==> src/rtl/sdram_pkg.sv <==
// Shared SDRAM definitions: command encodings, init-sequencer state codes,
// default mode register value and the registered command-bus payload.
package sdram_pkg;

  localparam int unsigned BA_W   = 2;
  localparam int unsigned ADDR_W = 13;
  localparam int unsigned ST_W   = 3;

  // {cs_n, ras_n, cas_n, we_n}
  localparam logic [3:0] CMD_INHIBIT   = 4'b1111;
  localparam logic [3:0] CMD_NOP       = 4'b0111;
  localparam logic [3:0] CMD_PRECHARGE = 4'b0010;
  localparam logic [3:0] CMD_REFRESH   = 4'b0001;
  localparam logic [3:0] CMD_LMR       = 4'b0000;

  // CL3, burst length 4, sequential
  localparam logic [ADDR_W-1:0] MODE_REG_DEFAULT = 13'h032;
  localparam logic [ADDR_W-1:0] ADDR_A10         = 13'h400;

  // Init sequencer state encoding
  localparam logic [ST_W-1:0] ST_WAIT_PU  = 3'd0;
  localparam logic [ST_W-1:0] ST_PRECH    = 3'd1;
  localparam logic [ST_W-1:0] ST_WAIT_RP  = 3'd2;
  localparam logic [ST_W-1:0] ST_REF      = 3'd3;
  localparam logic [ST_W-1:0] ST_WAIT_RFC = 3'd4;
  localparam logic [ST_W-1:0] ST_LMR      = 3'd5;
  localparam logic [ST_W-1:0] ST_WAIT_MRD = 3'd6;
  localparam logic [ST_W-1:0] ST_DONE     = 3'd7;

  typedef struct packed {
    logic              cke;
    logic [3:0]        cmd;
    logic [BA_W-1:0]   ba;
    logic [ADDR_W-1:0] addr;
    logic              init_done;
  } sdram_init_bus_t;

  localparam sdram_init_bus_t BUS_RESET = {1'b0, CMD_INHIBIT, 2'b00, 13'h0000, 1'b0};

  function automatic int unsigned max3(input int unsigned a, input int unsigned b,
                                       input int unsigned c);
    int unsigned m;
    m = (a > b) ? a : b;
    return (m > c) ? m : c;
  endfunction

endpackage

==> src/rtl/sdram_init_seq_if.sv <==
// SDRAM command bus plus init_done as driven by the power-up init sequencer.
interface sdram_init_seq_if;
  import sdram_pkg::*;

  logic              sdram_cke;
  logic              sdram_cs_n;
  logic              sdram_ras_n;
  logic              sdram_cas_n;
  logic              sdram_we_n;
  logic [BA_W-1:0]   sdram_ba;
  logic [ADDR_W-1:0] sdram_addr;
  logic              init_done;

  modport master (
    output sdram_cke, sdram_cs_n, sdram_ras_n, sdram_cas_n, sdram_we_n,
           sdram_ba, sdram_addr, init_done
  );

  modport slave (
    input sdram_cke, sdram_cs_n, sdram_ras_n, sdram_cas_n, sdram_we_n,
          sdram_ba, sdram_addr, init_done
  );

endinterface

==> src/rtl/sdram_wait_timer.sv <==
// Loadable down-counter; zero is registered and high once the loaded count has expired.
module sdram_wait_timer #(
  parameter int unsigned W = 1
) (
  input  logic         clk,
  input  logic         rst_n,
  input  logic         load,
  input  logic [W-1:0] value,
  output logic         zero
);

  logic [W-1:0] cnt;

  always_ff @(posedge clk or negedge rst_n) begin
    if (!rst_n) begin
      cnt  <= '0;
      zero <= 1'b1;
    end else if (load) begin
      cnt  <= value;
      zero <= (value == '0);
    end else if (!zero) begin
      cnt  <= cnt - W'(1);
      zero <= (cnt == W'(1));
    end
  end

endmodule

==> src/rtl/sdram_init_seq.sv <==
// JEDEC SDRAM power-up sequencer: power-up wait, PRECHARGE ALL, N x AUTO REFRESH,
// LOAD MODE REGISTER. Define SDRAM_INIT_REINIT_EN to add reinit_req (restart from PRECHARGE).
module sdram_init_seq
  import sdram_pkg::*;
#(
  parameter int unsigned       T_POWERUP_CYC = 20000,
  parameter int unsigned       T_RP          = 2,
  parameter int unsigned       T_RFC         = 7,
  parameter int unsigned       T_MRD         = 2,
  parameter int unsigned       REFRESH_COUNT = 8,
  parameter logic [ADDR_W-1:0] MODE_REG      = MODE_REG_DEFAULT
) (
  input  logic clk,
  input  logic rst_n,
`ifdef SDRAM_INIT_REINIT_EN
  input  logic reinit_req,
`endif
  sdram_init_seq_if.master sdram
);

  localparam int unsigned PU_W    = $clog2(T_POWERUP_CYC + 1);
  localparam int unsigned TMR_MAX = max3(T_RP, T_RFC, T_MRD);
  localparam int unsigned TMR_W   = (TMR_MAX > 1) ? $clog2(TMR_MAX) : 1;

  if (T_POWERUP_CYC == 0 || T_RP == 0 || T_RFC == 0 || T_MRD == 0) begin : g_bad_timing
    $error("sdram_init_seq: timing parameters must be at least 1");
  end
  if (REFRESH_COUNT == 0 || REFRESH_COUNT > 15) begin : g_bad_refresh
    $error("sdram_init_seq: REFRESH_COUNT must be in 1..15");
  end

  logic [ST_W-1:0]  state, state_next;
  logic [PU_W-1:0]  pu_cnt;
  logic [3:0]       ref_cnt, ref_cnt_next;
  logic             tmr_load;
  logic [TMR_W-1:0] tmr_value;
  logic             tmr_zero;
  sdram_init_bus_t  bus_next, bus_q;

  // Shared wait timer for tRP / tRFC / tMRD, loaded as each command issues
  sdram_wait_timer #(.W(TMR_W)) u_wait_timer (
    .clk   (clk),
    .rst_n (rst_n),
    .load  (tmr_load),
    .value (tmr_value),
    .zero  (tmr_zero)
  );

  always_ff @(posedge clk or negedge rst_n) begin
    if (!rst_n) state <= ST_WAIT_PU;
    else        state <= state_next;
  end

  // Next state, then the registered bus image of the state being entered
  always_comb begin
    state_next   = state;
    ref_cnt_next = ref_cnt;
    tmr_load     = 1'b0;
    tmr_value    = '0;
    bus_next     = {1'b1, CMD_NOP, 2'b00, 13'h0000, 1'b0};

    case (state)
      ST_WAIT_PU:  if (pu_cnt == '0) state_next = ST_PRECH;
      ST_PRECH:    state_next = tmr_zero ? ST_REF : ST_WAIT_RP;
      ST_WAIT_RP:  if (tmr_zero) state_next = ST_REF;
      ST_REF, ST_WAIT_RFC: begin
        if (tmr_zero)            state_next = (ref_cnt < 4'(REFRESH_COUNT)) ? ST_REF : ST_LMR;
        else if (state == ST_REF) state_next = ST_WAIT_RFC;
      end
      ST_LMR:      state_next = tmr_zero ? ST_DONE : ST_WAIT_MRD;
      ST_WAIT_MRD: if (tmr_zero) state_next = ST_DONE;
      ST_DONE: begin
`ifdef SDRAM_INIT_REINIT_EN
        if (reinit_req) state_next = ST_PRECH;
`endif
      end
      default:     state_next = ST_WAIT_PU;
    endcase

    case (state_next)
      ST_PRECH: begin
        bus_next.cmd  = CMD_PRECHARGE;
        bus_next.addr = ADDR_A10;
        tmr_load      = 1'b1;
        tmr_value     = TMR_W'(T_RP - 1);
        ref_cnt_next  = '0;
      end
      ST_REF: begin
        bus_next.cmd  = CMD_REFRESH;
        tmr_load      = 1'b1;
        tmr_value     = TMR_W'(T_RFC - 1);
        ref_cnt_next  = ref_cnt + 4'd1;
      end
      ST_LMR: begin
        bus_next.cmd  = CMD_LMR;
        bus_next.addr = MODE_REG;
        tmr_load      = 1'b1;
        tmr_value     = TMR_W'(T_MRD - 1);
      end
      ST_DONE:  bus_next.init_done = 1'b1;
      default:  ;
    endcase
  end

  // Power-up wait counts down from reset; not reloaded by a reinit
  always_ff @(posedge clk or negedge rst_n) begin
    if (!rst_n)                                  pu_cnt <= PU_W'(T_POWERUP_CYC);
    else if (state == ST_WAIT_PU && pu_cnt != '0) pu_cnt <= pu_cnt - PU_W'(1);
  end

  always_ff @(posedge clk or negedge rst_n) begin
    if (!rst_n) begin
      ref_cnt <= '0;
      bus_q   <= BUS_RESET;
    end else begin
      ref_cnt <= ref_cnt_next;
      bus_q   <= bus_next;
    end
  end

  assign sdram.sdram_cke   = bus_q.cke;
  assign sdram.sdram_cs_n  = bus_q.cmd[3];
  assign sdram.sdram_ras_n = bus_q.cmd[2];
  assign sdram.sdram_cas_n = bus_q.cmd[1];
  assign sdram.sdram_we_n  = bus_q.cmd[0];
  assign sdram.sdram_ba    = bus_q.ba;
  assign sdram.sdram_addr  = bus_q.addr;
  assign sdram.init_done   = bus_q.init_done;

endmodule

==> src/flat_wrapper.sv <==
// flat-port wrapper written by rule: the top's interface ports become plain ports
module sdram_init_seq_flat import sdram_pkg::*;
#(
  parameter int unsigned       T_POWERUP_CYC = 20000,
  parameter int unsigned       T_RP          = 2,
  parameter int unsigned       T_RFC         = 7,
  parameter int unsigned       T_MRD         = 2,
  parameter int unsigned       REFRESH_COUNT = 8,
  parameter logic [ADDR_W-1:0] MODE_REG      = MODE_REG_DEFAULT
)
  (clk, rst_n, sdram_sdram_cke, sdram_sdram_cs_n, sdram_sdram_ras_n, sdram_sdram_cas_n, sdram_sdram_we_n, sdram_sdram_ba, sdram_sdram_addr, sdram_init_done);
  sdram_init_seq_if sdram_i ();
  input  logic clk;
  input  logic rst_n;
  output wire logic [$bits(sdram_i.sdram_cke)-1:0] sdram_sdram_cke;
  output wire logic [$bits(sdram_i.sdram_cs_n)-1:0] sdram_sdram_cs_n;
  output wire logic [$bits(sdram_i.sdram_ras_n)-1:0] sdram_sdram_ras_n;
  output wire logic [$bits(sdram_i.sdram_cas_n)-1:0] sdram_sdram_cas_n;
  output wire logic [$bits(sdram_i.sdram_we_n)-1:0] sdram_sdram_we_n;
  output wire logic [$bits(sdram_i.sdram_ba)-1:0] sdram_sdram_ba;
  output wire logic [$bits(sdram_i.sdram_addr)-1:0] sdram_sdram_addr;
  output wire logic [$bits(sdram_i.init_done)-1:0] sdram_init_done;
  assign sdram_sdram_cke = sdram_i.sdram_cke;
  assign sdram_sdram_cs_n = sdram_i.sdram_cs_n;
  assign sdram_sdram_ras_n = sdram_i.sdram_ras_n;
  assign sdram_sdram_cas_n = sdram_i.sdram_cas_n;
  assign sdram_sdram_we_n = sdram_i.sdram_we_n;
  assign sdram_sdram_ba = sdram_i.sdram_ba;
  assign sdram_sdram_addr = sdram_i.sdram_addr;
  assign sdram_init_done = sdram_i.init_done;
  sdram_init_seq #(.T_POWERUP_CYC(T_POWERUP_CYC), .T_RP(T_RP), .T_RFC(T_RFC), .T_MRD(T_MRD), .REFRESH_COUNT(REFRESH_COUNT), .MODE_REG(MODE_REG)) u_core (.clk(clk), .rst_n(rst_n), .sdram(sdram_i));
endmodule
==> config.mk <==
export PLATFORM = sky130hd
export DESIGN_NAME = sdram_init_seq_flat
export DESIGN_NICKNAME = d
export VERILOG_FILES = /design/src/rtl/sdram_pkg.sv /design/src/rtl/sdram_init_seq_if.sv /design/src/rtl/sdram_wait_timer.sv /design/src/rtl/sdram_init_seq.sv /design/src/flat_wrapper.sv
export SDC_FILE = /design/constraint.sdc
export NUM_CORES = 1
export LEC_CHECK = 0
export CAP_MARGIN = 20
export CORE_AREA = 4 4 85 55
export DETAILED_ROUTE_END_ITERATION = 10
export DIE_AREA = 0 0 89 59
export GPL_ROUTABILITY_DRIVEN = 0
export GPL_TIMING_DRIVEN = 0
export PLACE_DENSITY = 0.69
export SKIP_CTS_REPAIR_TIMING = 1
export SYNTH_ARGS = -nofsm -noshare
export SYNTH_HDL_FRONTEND = slang
export SYNTH_HIERARCHICAL = 1
export SYNTH_SLANG_ARGS = --single-unit
==> constraint.sdc <==
create_clock -name clk -period 4.8 [get_ports clk]
set_input_delay 0.96 -clock clk [delete_from_list [all_inputs] [get_ports clk]]
set_output_delay 0.96 -clock clk [all_outputs]
set_load 0.01 [all_outputs]
== Word-level counts from Yosys, hierarchy flattened ==
Index checks and enable logic that the tools add are counted.

* Order comparisons: 1
* Multiplexer cells: 19
* Equal/unequal tests: 12
* Add/sub/neg operators: 3
* Reduce and logical (&&, ||, !) cells: 9

{| class="wikitable"
|+ Operators by type and width
! operator !! count
|-
| two-way mux 3 bit || 8
|-
| one-hot mux 11 bit (2 select lines) || 1
|-
| one-hot mux 3 bit (6 select lines) || 1
|-
| equality test 3 bit, second input constant || 5
|-
| zero test 15 bit || 1
|-
| nonzero test 15 bit || 1
|-
| subtractor 15 x 1 -> 15 bit, second input constant || 1
|-
| equality test 3 x 1 -> 1 bit, second input constant || 3
|-
| equality test 3 x 2 -> 1 bit, second input constant || 3
|-
| one-hot mux 3 bit (3 select lines) || 1
|-
| one-hot mux 4 bit (2 select lines) || 1
|-
| zero test 3 bit || 2
|-
| two-way mux 1 bit || 6
|-
| one-hot mux 3 bit (2 select lines) || 1
|-
| adder 4 x 1 -> 4 bit, second input constant || 1
|-
| less-than comparator 4 bit, second input constant || 1
|-
| OR reduction 2 bit || 2
|-
| OR reduction 3 bit || 1
|-
| subtractor 3 x 1 -> 3 bit, second input constant || 1
|-
| inequality test 2 x 1 -> 1 bit, second input constant || 1
|-
| nonzero test 2 bit || 1
|-
| logical AND 1 bit || 1
|}

* Word-level logic and storage cells: 53
* Register bits after elaboration: 43
* Input port bits: 2
* Output and inout bits: 21

== Longest topological paths before layout ==
* Word-level depth: 9
* Depth in mapped cells: 9
* Gate-level depth less buffers: 9

== By module ==
The synthesis kept the hierarchy.

{| class="wikitable"
|+ By module, submodules not included
! module !! sequential area each (um^2) !! cells an instance !! times used !! area an instance (um^2)
|-
| sdram_init_seq || 762.0 || 160 || 1 || 1592.8
|-
| sdram_wait_timer || 101.3 || 23 || 1 || 220.2
|}

== Least setup slack after synthesis ==
OpenSTA, ideal clock, no wires.

* Kind: register -> register
* Start: reg u_core.pu_cnt[0]
* End: reg u_core.u_wait_timer.cnt[1]
* Setup slack: 2.922 ns
* Arrival: 1.753 ns
* Setup time: 0.125 ns
* Required time: 4.675 ns
* Period minus slack after synthesis: 1.878 ns
* Cell stages (with the launch flop): 8
* Path buffers: 0
* Cells stage by stage: dfrtp_1 > inv_1 > ha_1 > nor3b_1 > nand4_1 > nand2_1 > and2_1 > mux2_2

* Word-level cells in the longest chain between the ends: 7
* Elaborated cells on any way between the ends: 12
* Those cells by class: 4 x eq/ne; 5 x mux; 3 x reduce/logical

{| class="wikitable"
|+ RTL lines
! what !! line !! text
|-
| start: declaration || sdram_init_seq.sv:33 || <nowiki>logic [PU_W-1:0] pu_cnt;</nowiki>
|-
| start signal: assignment || sdram_init_seq.sv:107 || <nowiki>if (!rst_n) pu_cnt <= PU_W'(T_POWERUP_CYC);</nowiki>
|-
| start signal: assignment || sdram_init_seq.sv:108 || <nowiki>else if (state == ST_WAIT_PU && pu_cnt != '0) pu_cnt <= pu_cnt - PU_W'(1);</nowiki>
|-
| zero test 15 bit * || sdram_init_seq.sv:63 || <nowiki>ST_WAIT_PU: if (pu_cnt == '0) state_next = ST_PRECH;</nowiki>
|-
| two-way mux 3 bit * || sdram_init_seq.sv:63 ||
|-
| one-hot mux 3 bit (6 select lines) * || sdram_init_seq.sv:62 || <nowiki>case (state)</nowiki>
|-
| equality test 3 x 2 -> 1 bit, or another cell as far along || sdram_init_seq.sv:80 || <nowiki>case (state_next)</nowiki>
|-
| OR reduction 3 bit (no line) * || - ||
|-
| two-way mux 1 bit * || sdram_init_seq.sv:80 ||
|-
| named net u_core.tmr_load || sdram_init_seq.sv:35 || <nowiki>logic tmr_load;</nowiki>
|-
| inequality test 2 x 1 -> 1 bit (no line) / two-way mux 3 bit (equally long branches) || - ||
|-
| end signal: assignment || sdram_wait_timer.sv:19 || <nowiki>cnt <= value;</nowiki>
|-
| end signal: assignment || sdram_wait_timer.sv:22 || <nowiki>cnt <= cnt - W'(1);</nowiki>
|-
| end: declaration || sdram_wait_timer.sv:12 || <nowiki>logic [W-1:0] cnt;</nowiki>
|}

Mark *: on every way through the listed nets, which the timed path passes. The rest lies on a longest branch.
A chain may end at the register's enable or synchronous reset.

== Final worst setup path ==
* Start: reg u_core.bus_q (netlist bit u_core/sdram.sdram_ras_n)
* End: out sdram_sdram_ras_n

{| class="wikitable"
|+ RTL lines
! what !! line !! text
|-
| start: declaration || sdram_init_seq.sv:38 || <nowiki>sdram_init_bus_t bus_next, bus_q;</nowiki>
|-
| start signal: assignment || sdram_init_seq.sv:117 || <nowiki>bus_q <= bus_next;</nowiki>
|-
| end: declaration || flat_wrapper.sv:17 || <nowiki>output wire logic [$bits(sdram_i.sdram_ras_n)-1:0] sdram_sdram_ras_n;</nowiki>
|}

No word-level cell between the ends.

==> impl_results.md <==
* Status: finished, final reports clean
* Top cell type's share of synthesized area at 0.331
* Skew final at between 0.01 and 0.015 ns
* Sw frac at 0.194
* CP Cell Sequence: clkdlybuf4s50_1
* Cell family with most CP delay: flip-flops
* Clock share of power at 0.468
* Switching power at roughly 110 uW
* Tot Pwr at ~580 uW
* Ports at 23
* CTS buffer count at 5
* Die H at 59 um
* Top_reg_cell synth: dfrtp_1
* Routed met3 length at 197 um
* LEAKAGE at roughly 0.00098 uW
* Number of instances in the placed design at 255
* Initial Util at 0.460
* Cell count after synthesis at about 180
* Placed Area at around 2000 um2
* Peak Freq at between 0.4 and 0.5 GHz
* Share of cells above drive strength 1 at 0.202
* All-Layer GR Usage at 0.145
* Endpoint class of the critical path: output port
* WL/cell at about 12 um
* Vias in the first global route at between 1000 and 1500
* YS warnings at 6
* Flop pwr share at 0.499
* Final HPWL DP at 2310 um
* Min-delay worst type: flip-flop to flip-flop
* M1 WL at 1750 um
* Drt total wl at 3260 um
* Area Growth Syn to Fin at 17.9%
* Power per cell area at ~270 nW/um2
* Num Clock Sinks at 34
* Diode count at 0
* Global-route wire length before repair at 5830 um
* Synth area leaders: dfrtp_1 (33%), dfstp_2 (14%), buf_4 (5.4%)
* Core area at slightly below 4000 um2
* Distinct cell type count after synthesis at slightly below 50
* Die ar. at 5250 um2
* P_int at roughly 460 uW
* Crit path DAT at between 1 and 1.5 ns
* Setup_tns at 0 ns
* CTS clk-pin slew, worst paths at around 0.070 ns
* Antenna-violating nets left at 0
* Fin area at 2140 um2
* Worst vdd ir at between 200 and 250 uV
* EDFF count, synth at 0
* Slowest cell on crit path: dfstp_2
* Syn_area_per_cell at 9.91 um2
* CP Buf/Inv Count at 1
* Post-synthesis register bit count at 34
* DR top layer: met4
* Vias post-DR at between 1000 and 1500
* Antenna violations before repair at 0
* Setup CP Type: flip-flop to output port
* Startpoint types: flip-flop
* Power share of the combinational group at 0.032
* Most common cell in the synthesized netlist: dfrtp_1
* Async set-reset flop share out of synthesis at 1.00
* Worst-Margin Slew at 0.753 ns
* Setup violators final at 0
* Final Hold Viols at 0
* Via-per-instance ratio at 5.05
* Final non-filler cell total at 263
* Clock Latency Late Sink at 0.28 ns
* Residual DRC at 0
* Slew Limit Fails at 0
* Delay of the slowest cell on the worst path at roughly 0.52 ns
* Pin count of the biggest net entering global routing at 35
* Final worst-path cycle share at 0.476
* Required time of the critical path at 3.84 ns
* Fillers at ~330
* 1st-pass router iterations at 4
* CTS tree: built
* Final nets at 218
* Worst relative slew slack at 0.498
* Post-route minimum period at around 2.3 ns
* WL met2 at between 1000 and 1500 um
* Max-cap violations at 0
* H-tree depth at 2
* Post-place setup slack at approximately 2.6 ns
* CP Max Fanout at 1
* Clk root buf: clkbuf_8
* Post-route setup slack at roughly 2.5 ns
* Post-Syn Area at 1810 um2
* Post-synth top area cell: dfrtp_1
* GRT overflow at 0
* RSZ-0062 raised after global routing: no
* Post-synthesis sequential area ratio at 0.476
* Drt initial violations at about 120
* Die Width at 89 um
* Clk buf depth at 2
* Synth top cells by count: dfrtp_1 (24), nand2_1 (15), buf_4 (13), dfstp_2 (10)
* Port Buffer Count at 11
* Row count at 18
-- power groups by stage --
stage                     clock, uW  combinational, uW  sequential (uW)
after floorplan                   0               10.5              294
after global placement            0               19.2              293
after detailed placement          0               19.0              293
after CTS                       279               18.9              288
after global routing            293               21.3              288
final                           270               18.7              288
-- registers in the layout (all words and copies together), names as in the netlist --
| register | flops |
|---|---|
| u_core/sdram.sdram_cs_n | 1 |
| u_core/pu_cnt | 15 |
| u_core/sdram.sdram_we_n | 1 |
| u_core/sdram.sdram_ras_n | 1 |
| u_core/sdram.sdram_addr | 2 |
| u_core/sdram.sdram_cke | 1 |
| u_core/u_wait_timer/cnt | 3 |
| u_core/sdram.init_done | 1 |
| u_core/u_wait_timer/zero | 1 |
| u_core/ref_cnt | 4 |
| u_core/state | 3 |
| u_core/sdram.sdram_cas_n | 1 |
-- layout by cell type (no fill, tap or decap), drive strengths merged, types with 5 or more instances in the layout --
master	instances
dfrtp	24
xnor2	5
conb	13
dfstp	10
nor3	7
nor2	8
clkdlybuf4s50	10
clkbuf	13
a21oi	9
o21ai	13
inv	9
nand3	8
nand4	5
buf	15
nand2	15
xor2	5
-- tightest hold or removal path, cell delays in order, from the launching register on --
cell and delay (ns):
dfstp_2 0.39, o41ai_1 0.06, nand2_1 0.05
-- layout make-up --
| type | count | area [um2] | area share |
|---|---|---|---|
| plain buffers | 20 | 125 | 0.0585 |
| flip-flops and latches | 34 | 863 | 0.404 |
| well taps | 50 | 62.6 | 0.0293 |
| repair buffers | 11 | 105 | 0.0492 |
| clock inverters | 1 | 30.0 | 0.0140 |
| clock buffers | 7 | 86.3 | 0.0404 |
| inverters | 9 | 33.8 | 0.0158 |
| multi-input cells | 131 | 832 | 0.389 |
-- layer usage --
layer	up-vias	track usage
li1	677	-
met1	614	0.228
met2	29	0.190
met3	7	0.0417
met4	0	0.0446
met5	-	0
-- cells by family (layout without fill, tap and decap cells) --
kind of cell             Yosys count  after routing  share of synthesized area
AO/OA/AOI/OAI                     37             37                      0.126
XOR/XNOR                          10             10                     0.0483
adder cells (fa/ha/maj)            4              4                     0.0276
buffers and inverters             29             48                     0.0876
flip-flops                        34             34                      0.476
multiplexers                       3              3                     0.0179
other                              2             13                    0.00414
AND/OR/NAND/NOR                   64             64                      0.212
-- per-stage QoR --
step	utilization	hold WS (ns)
6_report	0.543	0.487
2_1_floorplan	-	0.463
4_1_cts	0.543	0.491
3_3_place_gp	0.514	0.476
3_5_place_dp	0.513	0.481
5_1_grt	0.543	0.502
-- worst paths after layout --
path                                           from                         end  slack, ns  cells after the start
hold reg to reg                    u_core/pu_cnt[9]            u_core/pu_cnt[9]       0.49                      2
hold / removal                     u_core/pu_cnt[9]            u_core/pu_cnt[9]       0.49                      2
setup / recovery           u_core/sdram.sdram_ras_n           sdram_sdram_ras_n       2.51                      1
setup reg to reg                   u_core/pu_cnt[0]  u_core/u_wait_timer/cnt[1]       2.55                      7
min in group asynchronous                     rst_n           u_core/ref_cnt[0]       0.74                      1
max in group asynchronous                     rst_n           u_core/pu_cnt[12]       3.57                      1
(Power assumes the default switching activity.)
